[config.mk]
export PLATFORM = sky130hd
export DESIGN_NAME = alu_cmd_seq
export DESIGN_NICKNAME = d
export VERILOG_FILES = /design/src/rtl/alu_cmd_pkg.sv /design/src/rtl/alu_cmd_tx_ser.sv /design/src/rtl/alu_cmd_seq.sv
export SDC_FILE = /design/constraint.sdc
export NUM_CORES = 1
export LEC_CHECK = 0
export CAP_MARGIN = 10
export CORE_UTILIZATION = 40
export CTS_BUF_LIST = sky130_fd_sc_hd__clkbuf_8 sky130_fd_sc_hd__clkbuf_16
export DETAILED_ROUTE_END_ITERATION = 12
export PLACE_DENSITY = 0.74
export SYNTH_ARGS = -nofsm -noshare
export SYNTH_HDL_FRONTEND = slang
export SYNTH_SLANG_ARGS = --single-unit
[constraint.sdc]
create_clock -name CLK -period 2 [get_ports CLK]
set_clock_uncertainty 0.1 [all_clocks]
set_input_delay 0.4 -clock CLK [delete_from_list [all_inputs] [get_ports CLK]]
set_output_delay 0.4 -clock CLK [all_outputs]
set_load 0.01 [all_outputs]
[src/rtl/alu_cmd_pkg.sv]
`default_nettype none
// ============================================================================
//  Module   : alu_cmd_pkg
//  Purpose  : Shared definitions for the ALU command sequencer: FSM state
//             encoding, command opcodes and ALU function codes (the function
//             codes are also used by the ALU and its bench).
//  Ports    : none (package)
//  Revision : 1.0 - initial release
// ============================================================================
package alu_cmd_pkg;

   // Sequencer states
   typedef enum logic [2:0] {
      IDLE     = 3'd0,
      GET_A    = 3'd1,
      GET_B    = 3'd2,
      GET_FUN  = 3'd3,
      ISSUE    = 3'd4,
      WAIT_RES = 3'd5,
      SEND_LO  = 3'd6,
      SEND_HI  = 3'd7
   } state_t;

   // Command opcodes
   localparam logic [7:0] OPC_ALU_FULL = 8'hCC;   // carries A, B and FUN
   localparam logic [7:0] OPC_ALU_FUN  = 8'hDD;   // carries FUN only

   // ALU function codes
   localparam logic [3:0] FUN_ADD    = 4'd0;
   localparam logic [3:0] FUN_SUB    = 4'd1;
   localparam logic [3:0] FUN_MUL    = 4'd2;
   localparam logic [3:0] FUN_DIV    = 4'd3;
   localparam logic [3:0] FUN_AND    = 4'd4;
   localparam logic [3:0] FUN_OR     = 4'd5;
   localparam logic [3:0] FUN_NAND   = 4'd6;
   localparam logic [3:0] FUN_NOR    = 4'd7;
   localparam logic [3:0] FUN_XOR    = 4'd8;
   localparam logic [3:0] FUN_XNOR   = 4'd9;
   localparam logic [3:0] FUN_CMPEQ  = 4'd10;
   localparam logic [3:0] FUN_CMPGT  = 4'd11;
   localparam logic [3:0] FUN_CMPLT  = 4'd12;
   localparam logic [3:0] FUN_PASSA  = 4'd13;
   localparam logic [3:0] FUN_SHL    = 4'd14;
   localparam logic [3:0] FUN_SHR    = 4'd15;

endpackage
`default_nettype wire

[src/rtl/alu_cmd_tx_ser.sv]
`default_nettype none
// ============================================================================
//  Module   : alu_cmd_tx_ser
//  Purpose  : Two-byte result serialiser. A load strobe captures the result
//             and presents the low byte, then the high byte, on a valid/ready
//             handshake. done pulses when the high byte transfers.
//  Ports    : CLK, RST          - clock, async active-high reset
//             load, load_data   - start strobe and 2*DATA_WIDTH result
//             tx_data, tx_vld   - byte and valid towards the TX path
//             tx_ready          - TX ready; transfer on tx_vld && tx_ready
//             done              - high byte transferring this cycle
//  Revision : 1.0 - initial release
// ============================================================================
module alu_cmd_tx_ser #(
   parameter int unsigned DATA_WIDTH = 8
) (
   input  logic                    CLK,
   input  logic                    RST,
   input  logic                    load,
   input  logic [2*DATA_WIDTH-1:0] load_data,
   input  logic                    tx_ready,
   output logic [DATA_WIDTH-1:0]   tx_data,
   output logic                    tx_vld,
   output logic                    done
);

   logic [2*DATA_WIDTH-1:0] result;
   logic                    hi_sel;

   always_ff @(posedge CLK or posedge RST) begin
      if (RST) begin
         result <= '0;
         tx_vld <= 1'b0;
         hi_sel <= 1'b0;
      end else if (load) begin
         result <= load_data;
         tx_vld <= 1'b1;
         hi_sel <= 1'b0;
      end else if (tx_vld && tx_ready) begin
         if (hi_sel) begin
            tx_vld <= 1'b0;
            hi_sel <= 1'b0;
         end else begin
            hi_sel <= 1'b1;
         end
      end
   end

   // Mux from registers only, so the byte is stable while stalled.
   assign tx_data = hi_sel ? result[2*DATA_WIDTH-1:DATA_WIDTH] : result[DATA_WIDTH-1:0];
   assign done    = tx_vld && tx_ready && hi_sel;

endmodule
`default_nettype wire

[src/rtl/alu_cmd_seq.sv]
`default_nettype none
// ============================================================================
//  Module   : alu_cmd_seq
//  Purpose  : Command-side ALU initiator. Parses byte-framed commands from
//             the UART RX path, drives ALU operands/function/enable, gates
//             the ALU clock, captures the result and streams it as two bytes
//             (low first) to the UART TX path.
//  Option   : CMD_TIMEOUT_EN - adds a result watchdog (TIMEOUT_CYCLES) and
//             the CMD_TIMEOUT pulse output; on expiry 16'hFFFF is sent.
//  Ports    : CLK, RST               - clock, async active-high reset
//             RX_P_DATA, RX_D_VLD    - received byte and its strobe
//             ALU_A/B/FUN/EN         - ALU operands, function, request
//             ALU_CLK_EN             - ALU clock-gate enable
//             ALU_OUT, ALU_OUT_VLD   - ALU result and its strobe
//             TX_P_DATA, TX_D_VLD    - byte to transmit and valid
//             TX_READY               - TX ready
//             CMD_DROP               - pulse when an RX byte is discarded
//             BUSY                   - high whenever not IDLE
//             CMD_TIMEOUT            - watchdog pulse (option only)
//  Revision : 1.0 - initial release
// ============================================================================
module alu_cmd_seq
   import alu_cmd_pkg::*;
#(
   parameter int unsigned           DATA_WIDTH  = 8,
   parameter int unsigned           FUN_WIDTH   = 4,
   parameter logic [DATA_WIDTH-1:0] OP_ALU_FULL = OPC_ALU_FULL,
   parameter logic [DATA_WIDTH-1:0] OP_ALU_FUN  = OPC_ALU_FUN
`ifdef CMD_TIMEOUT_EN
   ,
   parameter int unsigned           TIMEOUT_CYCLES = 16
`endif
) (
   input  logic                    CLK,
   input  logic                    RST,
   input  logic [DATA_WIDTH-1:0]   RX_P_DATA,
   input  logic                    RX_D_VLD,
   output logic [DATA_WIDTH-1:0]   ALU_A,
   output logic [DATA_WIDTH-1:0]   ALU_B,
   output logic [FUN_WIDTH-1:0]    ALU_FUN,
   output logic                    ALU_EN,
   output logic                    ALU_CLK_EN,
   input  logic [2*DATA_WIDTH-1:0] ALU_OUT,
   input  logic                    ALU_OUT_VLD,
   output logic [DATA_WIDTH-1:0]   TX_P_DATA,
   output logic                    TX_D_VLD,
   input  logic                    TX_READY,
   output logic                    CMD_DROP,
`ifdef CMD_TIMEOUT_EN
   output logic                    CMD_TIMEOUT,
`endif
   output logic                    BUSY
);

   state_t                  state;
   logic                    ser_load;
   logic [2*DATA_WIDTH-1:0] ser_data;
   logic                    ser_done;
   logic                    tx_fire;
   logic                    rx_unexpected;

`ifdef CMD_TIMEOUT_EN
   localparam int unsigned CNT_W = $clog2(TIMEOUT_CYCLES + 1);
   logic [CNT_W-1:0] wd_cnt;
   logic             wd_expire;

   assign wd_expire = (state == WAIT_RES) && (wd_cnt == CNT_W'(TIMEOUT_CYCLES - 1));
   // A real result arriving on the expiry cycle takes precedence.
   assign ser_load  = (state == WAIT_RES) && (ALU_OUT_VLD || wd_expire);
   assign ser_data  = ALU_OUT_VLD ? ALU_OUT : '1;
`else
   assign ser_load  = (state == WAIT_RES) && ALU_OUT_VLD;
   assign ser_data  = ALU_OUT;
`endif

   assign tx_fire = TX_D_VLD && TX_READY;
   assign BUSY    = (state != IDLE);

   // Commands are not queued: any byte seen after the FUN byte is accepted
   // and before the sequencer returns to IDLE is discarded.
   assign rx_unexpected = RX_D_VLD && ((state == ISSUE) || (state == WAIT_RES) ||
                                       (state == SEND_LO) || (state == SEND_HI));

   // Enable is raised already in the FUN accept cycle so the gated ALU clock
   // is running before the ISSUE edge; decoded from state so reset clears it
   // without waiting for a clock.
   assign ALU_CLK_EN = ((state == GET_FUN) && RX_D_VLD) ||
                       (state == ISSUE) || (state == WAIT_RES);

   always_ff @(posedge CLK or posedge RST) begin
      if (RST) begin
         state    <= IDLE;
         ALU_A    <= '0;
         ALU_B    <= '0;
         ALU_FUN  <= '0;
         ALU_EN   <= 1'b0;
         CMD_DROP <= 1'b0;
`ifdef CMD_TIMEOUT_EN
         wd_cnt      <= '0;
         CMD_TIMEOUT <= 1'b0;
`endif
      end else begin
         ALU_EN   <= 1'b0;
         CMD_DROP <= rx_unexpected;
`ifdef CMD_TIMEOUT_EN
         CMD_TIMEOUT <= 1'b0;
`endif
         case (state)
            IDLE: begin
               if (RX_D_VLD) begin
                  if (RX_P_DATA == OP_ALU_FULL) begin
                     state <= GET_A;
                  end else if (RX_P_DATA == OP_ALU_FUN) begin
                     state <= GET_FUN;
                  end else begin
                     CMD_DROP <= 1'b1;
                  end
               end
            end
            GET_A: begin
               if (RX_D_VLD) begin
                  ALU_A <= RX_P_DATA;
                  state <= GET_B;
               end
            end
            GET_B: begin
               if (RX_D_VLD) begin
                  ALU_B <= RX_P_DATA;
                  state <= GET_FUN;
               end
            end
            GET_FUN: begin
               if (RX_D_VLD) begin
                  ALU_FUN <= RX_P_DATA[FUN_WIDTH-1:0];
                  ALU_EN  <= 1'b1;   // high for the single ISSUE cycle
                  state   <= ISSUE;
               end
            end
            ISSUE: begin
`ifdef CMD_TIMEOUT_EN
               wd_cnt <= '0;
`endif
               state <= WAIT_RES;
            end
            WAIT_RES: begin
               if (ser_load) begin
                  state <= SEND_LO;
`ifdef CMD_TIMEOUT_EN
                  CMD_TIMEOUT <= !ALU_OUT_VLD;
`endif
               end
`ifdef CMD_TIMEOUT_EN
               else begin
                  wd_cnt <= wd_cnt + 1'b1;
               end
`endif
            end
            SEND_LO: begin
               if (tx_fire) begin
                  state <= SEND_HI;
               end
            end
            SEND_HI: begin
               if (ser_done) begin
                  state <= IDLE;
               end
            end
            default: state <= IDLE;
         endcase
      end
   end

   alu_cmd_tx_ser #(
      .DATA_WIDTH (DATA_WIDTH)
   ) u_tx_ser (
      .CLK       (CLK),
      .RST       (RST),
      .load      (ser_load),
      .load_data (ser_data),
      .tx_ready  (TX_READY),
      .tx_data   (TX_P_DATA),
      .tx_vld    (TX_D_VLD),
      .done      (ser_done)
   );

endmodule
`default_nettype wire

==> flow_summary.toml <==
[clock_tree]
clock-sinks = 43
path_clk_slew_ps = 70
clock_latency_ps = 280
cts_tree = "yes"
cts_buffers = 5
htree_levels = 2
cts_root_buffer = "clkbuf_8"
cts.path.max_buffers = 2

[run_status]
status = "complete, no violations"

[layout]
fill_cells = 342
post-route-util_pct = 61.42
postLayoutCellArea_mm2 = 0.002711
syn2layout_area_growth_pct = 45.83
nets = 234
regArea_mm2 = 0.001077
stdcell_count = 257
multi_input_area_um2 = 742.0
n_antenna_cell = 0
drive_gt1_share_pct = 33.66

[synth]
synthArstFlopShare_pct = 100.0
synth_area_per_cell_um2 = 14.30
synth-seq-cells = 43
synthesis.nets = 159
synth_fa_ha_area_share_pct = 0
yosysTopAreaCell = "dfrtp_1"
ys.flop_type = "dfrtp_1"
synth-edff-count = 0
ys_types = 31
synth_top_family_by_area = "multiplexers"
synth-simple-area-share_pct = 7.201
yosysTopAreaCellShare_pct = 57.87
synth.area.top_cells = "dfrtp_1, mux2_2, nand2_1"
yosysWarnings = 0
synth_mux_area_share_pct = 27.19
syn_inst = 130
ys_seq_area_share_pct = 57.87
synth-xor-area-share_pct = 0.9421
synth_commonest_cells = "mux2_2, dfrtp_1, nand2_1, inv_1"
syn_area_mm2 = 0.001859
synth.most_common_cell = "mux2_2"
synth-compound-area-share_pct = 4.441

[critical_path]
crit_chain = "clkdlybuf4s50_1 > nor2b_2 > nand3_1 > o21ai_0 > buf_2"
max_stage_delay_ps = 490
cp_num_buf_inv = 2
reg2reg_depth = 5
regToRegSetupSlack_ps = 350
cp_slowest_cell = "clkdlybuf4s50_1"
r2r_start = "state[2]"
cp-end-kind = "output port"
critical_path.top_delay_family = "buffers and inverters"
required_ps = 1500
start_kind = "primary input"
cp_max_fo = 2
r2r-end = "ALU_A[2]"
cp.arrival_ps = 1450
criticalPathCategory = "in2out"

[drt]
drtPass1Iterations = 3
avgRoutedWirePerCell_um = 14.97
drc = 0
drtIter0Drc = 69
routed_wl_mm = 3.848
drtAntennaViolNets = 0
dr_total_vias = 1287
post_drt_via_cell_ratio = 5.008

[die]
row_count = 24
core_mm2 = 0.004414
initial_core_util_pct = 42.12
die_y_um = 70.18
num_io_pins = 62
die_x_um = 70.18
dieArea_mm2 = 0.004925

[sta]
finalSetupViolCount = 0
setup_tns_ps = 0
period_share_pct = 97.55
hold_violations = 0
slew_headroom_pct = 64.62
rsz0062_at_grt = "no"
min_period_ps = 1951
final.setup.worst_slack_ps = 49.06
slew_viol_final = 0
tightest_slew_ps = 530.7
max_freq_mhz = 512.6

[placed_design]
dp_cells = 248
gp_congestion = 0.7380
port_buffers = 61
dp_hpwl_mm = 2.880
place_area_mm2 = 0.002606
pre_cts_slack_ps = -330.7

[pwr]
p_leak_nw = 1.202
powerDensity_mw_per_mm2 = 1518
vdd_drop_max_mv = 0.6935

[min_path]
min_path_cells = 1
hold_path.class = "reg2reg"
hold_start = "u_tx_ser.result[9]"
min_to = "u_tx_ser.result[9]"

[global_routing]
antenna_found_initial = 0
grt_pass1_wl_mm = 6.465
grt_pass1_vias = 1385
grt_start_max_net_pins = 44
globalRouteOverflowTotal = 0
track_usage_pct = 17.05

[flow_run]
drv_cap = 0
[per-stage QoR]
step | power, W | hold WS, ps
2_1_floorplan | 0.002567 | 373.6
3_3_place_gp | 0.003517 | 382.3
3_5_place_dp | 0.003598 | 387.6
4_1_cts | 0.004158 | 406.3
5_1_grt | 0.004399 | 423.6
6_report | 0.004115 | 402.5
[report_power, final]
group	internal (W)	switching (W)	total, W
clock	0.000361	0.000263	0.000623
combinational	0.00120	0.000763	0.00197
sequential	0.00130	0.000226	0.00153
total	0.00286	0.00125	0.00412
[registers in the layout, indices dropped and copies added (netlist names)]
register         cells
ALU_EN               1
u_tx_ser.tx_vld      1
state                3
u_tx_ser.result     16
ALU_B                8
ALU_FUN              4
u_tx_ser.hi_sel      1
CMD_DROP             1
ALU_A                8
[cell usage in the layout, fill, tap and decap left out, drive strengths merged, types with 2 or more instances in the layout]
| cell type | instances |
|---|---|
| mux2 | 44 |
| buf | 13 |
| inv | 5 |
| o21ai | 2 |
| clkbuf | 5 |
| nor2b | 2 |
| dfrtp | 43 |
| xnor2 | 2 |
| nand3 | 2 |
| nand2 | 7 |
| dlygate4sd2 | 9 |
| clkdlybuf4s50 | 51 |
[worst max-delay path by stage]
stage                    start      endpoint  depth (start not counted)  slack (ps)
2_1_floorplan  u_tx_ser.hi_sel  TX_P_DATA[0]                          2         400
3_3_place_gp          RX_D_VLD    ALU_CLK_EN                          5        -250
3_5_place_dp          RX_D_VLD    ALU_CLK_EN                          5        -330
4_1_cts        u_tx_ser.hi_sel  TX_P_DATA[5]                          3          60
5_1_grt               RX_D_VLD    ALU_CLK_EN                          5           7
6_report              RX_D_VLD    ALU_CLK_EN                          5          50
[worst register-to-register path: cells and delay by family (launching register included)]
family	cells	cell delay, ps
multiplexers	1	340
AND/OR/NAND/NOR	2	350
buffers and inverters	2	330
flip-flops	1	420
[final cells by class]
type | count | area share [%]
flip-flops and latches | 43 | 39.73
multi-input cells | 78 | 27.37
repair buffers | 73 | 26.17
clock buffers | 5 | 2.538
well taps | 52 | 2.400
clock inverters | 2 | 1.246
inverters | 4 | 0.5538
[per-layer routing]
| metal | vias up | share of wire (%) | track usage (%) |
|---|---|---|---|
| met5 | - | 0 | 0 |
| met4 | 0 | 0.29 | 3.333 |
| met3 | 2 | 7.3 | 7.071 |
| met2 | 52 | 52 | 29.91 |
| met1 | 624 | 41 | 19.52 |
| li1 | 609 | - | - |
[timing repair]
| action | 4_1_cts | 5_1_grt |
|---|---|---|
| resized for setup | 15 | 2 |
| endpoints found under the setup margin | 10 | 2 |
| buffers inserted | 2 | 0 |
| hold buffers | 0 | 0 |
[logic make-up after synthesis]
group                     after synthesis
muxes                                  45
DFF                                    43
and+or+nand+nor                        20
AOI/OAI and AO/OA                      11
buffers and inverters                   9
xor gates and xnor gates                2
No activity file was read; power rests on OpenSTA's default activity.
